==> src/rtl/ir_nec_tx.sv <==
// NEC infrared transmitter: leader, LSB-first data bits (or repeat code), stop mark,
// with a registered envelope, carrier-modulated txd and a one-cycle done pulse.
module ir_nec_tx #(
   parameter int CARRIER_HALF = 158,
   parameter int AGC_MARK     = 108000,
   parameter int AGC_SPACE    = 54000,
   parameter int RPT_SPACE    = 27000,
   parameter int BIT_MARK     = 6750,
   parameter int ZERO_SPACE   = 6750,
   parameter int ONE_SPACE    = 20250,
   parameter int NBITS        = 32,
   parameter int CARRIER_EN   = 1
) (
   input  logic             clk,
   input  logic             rst,
   input  logic             start,
   input  logic             repeat_req,
   input  logic [NBITS-1:0] data,
   output logic             ready,
   output logic             busy,
   output logic             done,
   output logic             envelope,
   output logic             txd,
   output logic             sd
);

   function automatic int max2(input int a, input int b);
      return (a > b) ? a : b;
   endfunction

   localparam int MAX_DUR = max2(max2(max2(AGC_MARK, AGC_SPACE), max2(RPT_SPACE, BIT_MARK)),
                                 max2(ZERO_SPACE, ONE_SPACE));
   localparam int CW = $clog2(MAX_DUR + 1);
   localparam int BW = $clog2(NBITS + 1);
   localparam int PW = $clog2(2 * CARRIER_HALF + 1);

   // Counter reload values are duration-1: the state is left when the counter reads zero.
   localparam logic [CW-1:0] LD_AGC_MARK   = CW'(AGC_MARK - 1);
   localparam logic [CW-1:0] LD_AGC_SPACE  = CW'(AGC_SPACE - 1);
   localparam logic [CW-1:0] LD_RPT_SPACE  = CW'(RPT_SPACE - 1);
   localparam logic [CW-1:0] LD_BIT_MARK   = CW'(BIT_MARK - 1);
   localparam logic [CW-1:0] LD_ZERO_SPACE = CW'(ZERO_SPACE - 1);
   localparam logic [CW-1:0] LD_ONE_SPACE  = CW'(ONE_SPACE - 1);
   localparam logic [BW-1:0] BIDX_LAST     = BW'(NBITS - 1);
   localparam logic [PW-1:0] PH_LAST       = PW'(2 * CARRIER_HALF - 1);
   localparam logic [PW-1:0] PH_HALF       = PW'(CARRIER_HALF);

   typedef enum logic [2:0] {
      IDLE,
      LEAD_MARK,
      LEAD_SPACE,
      BIT_MARK_S,
      BIT_SPACE_S,
      STOP_MARK
   } state_e;

   typedef enum logic {
      MODE_DATA,
      MODE_RPT
   } mode_e;

   state_e           state_q, state_d;
   mode_e            mode_q, mode_d;
   logic [CW-1:0]    cnt_q, cnt_d;
   logic [NBITS-1:0] shreg_q, shreg_d;
   logic [BW-1:0]    bidx_q, bidx_d;
   logic [PW-1:0]    phase_q, phase_d;
   logic             ready_q, ready_d;
   logic             busy_q, busy_d;
   logic             done_q, done_d;
   logic             env_q, env_d;
   logic             txd_q, txd_d;
   logic             sd_q, sd_d;
   logic             cnt_zero;

   assign cnt_zero = (cnt_q == '0);

   always_comb begin
      state_d = state_q;
      mode_d  = mode_q;
      cnt_d   = cnt_q;
      shreg_d = shreg_q;
      bidx_d  = bidx_q;
      done_d  = 1'b0;
      phase_d = '0;
      env_d   = 1'b0;
      txd_d   = 1'b0;
      sd_d    = 1'b0;

      case (state_q)
         IDLE: begin
            cnt_d = '0;
            if (start) begin
               shreg_d = data;
               mode_d  = MODE_DATA;
               bidx_d  = '0;
               state_d = LEAD_MARK;
               cnt_d   = LD_AGC_MARK;
            end else if (repeat_req) begin
               mode_d  = MODE_RPT;
               bidx_d  = '0;
               state_d = LEAD_MARK;
               cnt_d   = LD_AGC_MARK;
            end
         end
         LEAD_MARK: begin
            if (cnt_zero) begin
               state_d = LEAD_SPACE;
               cnt_d   = (mode_q == MODE_RPT) ? LD_RPT_SPACE : LD_AGC_SPACE;
            end else begin
               cnt_d = cnt_q - 1'b1;
            end
         end
         LEAD_SPACE: begin
            if (cnt_zero) begin
               state_d = (mode_q == MODE_RPT) ? STOP_MARK : BIT_MARK_S;
               cnt_d   = LD_BIT_MARK;
            end else begin
               cnt_d = cnt_q - 1'b1;
            end
         end
         BIT_MARK_S: begin
            if (cnt_zero) begin
               state_d = BIT_SPACE_S;
               cnt_d   = shreg_q[0] ? LD_ONE_SPACE : LD_ZERO_SPACE;
            end else begin
               cnt_d = cnt_q - 1'b1;
            end
         end
         BIT_SPACE_S: begin
            if (cnt_zero) begin
               shreg_d = shreg_q >> 1;
               bidx_d  = bidx_q + 1'b1;
               state_d = (bidx_q == BIDX_LAST) ? STOP_MARK : BIT_MARK_S;
               cnt_d   = LD_BIT_MARK;
            end else begin
               cnt_d = cnt_q - 1'b1;
            end
         end
         STOP_MARK: begin
            if (cnt_zero) begin
               state_d = IDLE;
               cnt_d   = '0;
               done_d  = 1'b1;
            end else begin
               cnt_d = cnt_q - 1'b1;
            end
         end
         default: begin
            state_d = IDLE;
            cnt_d   = '0;
         end
      endcase

      env_d = (state_d == LEAD_MARK) || (state_d == BIT_MARK_S) || (state_d == STOP_MARK);

      // Carrier phase restarts on every mark entry so each mark opens with a high half.
      if (env_d && (state_d == state_q)) begin
         phase_d = (phase_q == PH_LAST) ? '0 : phase_q + 1'b1;
      end

      if (CARRIER_EN != 0) begin
         txd_d = env_d && (phase_d < PH_HALF);
      end else begin
         txd_d = env_d;
      end

      ready_d = (state_d == IDLE);
      busy_d  = ~ready_d;
   end

   always_ff @(posedge clk) begin
      if (rst) begin
         state_q <= IDLE;
         mode_q  <= MODE_DATA;
         cnt_q   <= '0;
         shreg_q <= '0;
         bidx_q  <= '0;
         phase_q <= '0;
         ready_q <= 1'b1;
         busy_q  <= 1'b0;
         done_q  <= 1'b0;
         env_q   <= 1'b0;
         txd_q   <= 1'b0;
         sd_q    <= 1'b0;
      end else begin
         state_q <= state_d;
         mode_q  <= mode_d;
         cnt_q   <= cnt_d;
         shreg_q <= shreg_d;
         bidx_q  <= bidx_d;
         phase_q <= phase_d;
         ready_q <= ready_d;
         busy_q  <= busy_d;
         done_q  <= done_d;
         env_q   <= env_d;
         txd_q   <= txd_d;
         sd_q    <= sd_d;
      end
   end

   assign ready    = ready_q;
   assign busy     = busy_q;
   assign done     = done_q;
   assign envelope = env_q;
   assign txd      = txd_q;
   assign sd       = sd_q;

endmodule

==> config.mk <==
export PLATFORM = sky130hd
export DESIGN_NAME = ir_nec_tx
export DESIGN_NICKNAME = d
export VERILOG_FILES = /design/src/rtl/ir_nec_tx.sv
export SDC_FILE = /design/constraint.sdc
export NUM_CORES = 1
export LEC_CHECK = 0
export BUFFER_PORTS_ARGS = -buffer_cell sky130_fd_sc_hd__buf_4
export CAP_MARGIN = 20
export CORE_MARGIN = 3
export CORE_UTILIZATION = 40
export CTS_CLUSTER_SIZE = 12
export DETAILED_ROUTE_END_ITERATION = 12
export PLACE_DENSITY = 0.68
export SETUP_SLACK_MARGIN = 0.3
export SLEW_MARGIN = 20
export SYNTH_ARGS = -nofsm -noshare
export SYNTH_HDL_FRONTEND = slang
export SYNTH_SLANG_ARGS = --single-unit
==> constraint.sdc <==
create_clock -name clk -period 2.5 [get_ports clk]
set_input_delay 0.125 -clock clk [delete_from_list [all_inputs] [get_ports clk]]
set_output_delay 0.125 -clock clk [all_outputs]
set_load 0.01 [all_outputs]
==> results.toml <==
[synth]
ys_types = 48
synthAdderAreaFrac_pct = 1.355
synth.cell_area_sq_um = 3694
syn_area_per_cell_sq_um = 7.943
synthFlopType = "dfxtp_1"
synth_cells = 465
synth-xor-area-share_pct = 4.505
ys_ff_latch = 73
synth_mux_area_share_pct = 0
synth.net_count = 505
synth_top_family_by_area = "compound AO/OA/AOI/OAI gates"
synth_edf_count = 0
ys_async_sr_fraction_pct = 0
synth_warnings = 0
synth_compound_area_share_pct = 24.90
ys_seq_area_share_pct = 39.57
synth_simple_gate_area_share_pct = 24.15

[critical_path]
critPathLaunchType = "flop"
path_max_fanout = 12
cp.arrival_ps = 2400
slowest_stage = "or3_1"
worstPathCellList = "nor4_4 > buf_4 > and3_2 > nand2_1 > or3_1 > a21oi_1"
cp.required_ps = 2770
path_buf_inv = 1
criticalPathCategory = "flop to flop"
critical-path-top-delay-family = "simple AND/OR/NAND/NOR gates"
critPathMaxStageDelay_ps = 470
end_kind = "flop"

[layout]
final_util_pct = 49.00
syn_to_final_growth_pct = 17.38
mostFrequentLayoutCells = "dfxtp_1, nor2_1, buf_4"
diodes = 0
drive_gt1_share_pct = 19.09
final_nets = 538
mostFrequentLayoutCell = "dfxtp_1"

[clock_network]
numCtsBuffers = 9
htree_levels = 3
clockRootBuffer = "clkbuf_8"
cts_buffer_depth = 2
path_clk_slew_ps = 80
cts_sinks = 73
cts_tree = "built"
clk_latency_ps = 340

[timing]
maxSlewViolCount = 0
finalCritPeriodShare_pct = 85.02
max_slew_margin_pct = 62.89
setup_ws_ps = 374.4
fmax_mhz = 470.5
skew_ps = 8.497
hold_violations = 0
fin_tns_setup_ps = 0
min_period_ps = 2126
worst_pin_slew_ps = 555.9
rsz0062_at_grt = "true"
setup_viol = 0

[floorplanning]
fp.dieH_um = 102.1
io_pins = 42
rows = 34
core_area_sq_um = 8848
dieArea_sq_um = 10420
start_util_pct = 41.74
die_w_um = 102.1

[global_route]
grt_pass1_wl_um = 15480
grt_max_degree = 63
antenna_found_initial = 0
grt_util_all_layers_pct = 18.51
first_global_vias = 3277
grt_remaining_overflow = 0

[route]
drt_iter0_drc = 398
drt-total-wl_um = 9505
drc = 0
ant_nets = 0
via_count = 3556
wl_per_cell_um = 15.56
first_pass_iters = 5
vias_per_cell = 5.820

[placed_design]
gp_congestion = 0.9632
portBuffers = 40
hpwlAfterDp_um = 6589
dp_slack_ps = 331.4

[outcome]
run_status = "complete, no violations"

[min_path]
hold_path.class = "input pin to flop"

[power_and_ir_drop]
ir_worst_vdd_mv = 0.3229
p_leak_nw = 1.522
power-per-cell-area_nw_per_um2 = 710.8

[run]
maxCapViolations = 0
-- area by class of cell --
class                   count  area, sq um
multi-input cells         345         2068
inverters                   9        33.78
repair buffers             60        465.4
flip-flops and latches     73         1463
clock inverters             6        42.54
well taps                 108        135.1
fillers                   869         4513
clock buffers              10        127.6
-- path summary, 6_finish.rpt --
kind | slack (ps) | from | end | depth (start not counted)
max | 370 | cnt_q[6] | state_q[2] | 6
min | 70 | data[20] | shreg_q[20] | 3
max reg2reg | 370 | cnt_q[6] | state_q[2] | 6
min reg2reg | 470 | shreg_q[1] | shreg_q[0] | 2
-- sequential cells by signal (all words and copies together) (netlist names) --
name / flops
shreg_q: 32
mode_q: 1
cnt_q: 17
bidx_q: 6
phase_q: 9
envelope: 1
state_q: 3
ready: 1
busy: 1
txd: 1
done: 1
-- where the power goes --
group | leakage (nW) | switching, mW | total (mW) | internal, mW
combinational | 0.838 | 0.489 | 0.857 | 0.368
sequential | 0.601 | 0.125 | 1.42 | 1.30
clock | 0.0827 | 0.443 | 0.805 | 0.362
-- routing by layer --
metal / global-route usage (%) / vias to the layer above / share of wire, %
met4: 8.174 / 0 / 3.2
met1: 24.84 / 1610 / 43
met2: 27.79 / 172 / 45
li1: - / 1740 / -
met3: 5.188 / 34 / 8.4
met5: 0 / - / 0
-- kinds of logic after synthesis --
family	Yosys count
flops	73
simple gates	185
buf+inv	47
other cells	1
compound gates	136
fa+ha+maj	4
xor+xnor	19
-- stage by stage --
step	total power, mW	area (sq um)	cells	hold WS, ps
after detailed placement	2.224	4075	588	348.9
after global routing	3.260	4335	611	54.78
after floorplan	1.995	3694	465	221.6
final	3.082	4335	611	66.39
after global placement	2.212	4075	588	350.7
after CTS	3.048	4255	605	47.24
-- synthesized netlist by cell type (2+ instances only) --
| cell type | count | share of area, % |
|---|---|---|
| a211oi_1 | 9 | 1.8 |
| a21oi_1 | 21 | 2.8 |
| a311oi_1 | 32 | 7.6 |
| a31oi_1 | 8 | 1.4 |
| and2_1 | 2 | 0.34 |
| and3_1 | 3 | 0.51 |
| buf_2 | 7 | 0.95 |
| buf_4 | 4 | 0.81 |
| clkbuf_1 | 27 | 2.7 |
| dfxtp_1 | 73 | 40 |
| ha_1 | 4 | 1.4 |
| inv_1 | 9 | 0.91 |
| nand2_1 | 51 | 5.2 |
| nand2_2 | 2 | 0.34 |
| nand2b_1 | 8 | 1.4 |
| nand3_1 | 13 | 1.8 |
| nand3_2 | 3 | 0.81 |
| nand4_1 | 2 | 0.34 |
| nor2_1 | 66 | 6.7 |
| nor3_1 | 21 | 2.8 |
| nor3_2 | 2 | 0.54 |
| o21a_1 | 4 | 0.81 |
| o21ai_0 | 44 | 6.0 |
| o22ai_1 | 4 | 0.68 |
| o31ai_1 | 3 | 0.61 |
| or4_1 | 4 | 0.81 |
| xnor2_1 | 10 | 2.4 |
| xor2_1 | 9 | 2.1 |
-- worst register-to-register path: stages (launching register included) --
cell and delay [ps]:
dfxtp_1 370, nor4_4 310, buf_4 180, and3_2 250, nand2_1 310, or3_1 470, a21oi_1 170
-- repair_timing --
| item | CTS | global route |
|---|---|---|
| hold endpoints to repair | 1 | 0 |
| resized for setup | 0 | 9 |
| setup endpoints to repair | 0 | 46 |
| setup buffers | 0 | 6 |
| hold buffers | 1 | 0 |
Power figures use the tool's default switching activity.
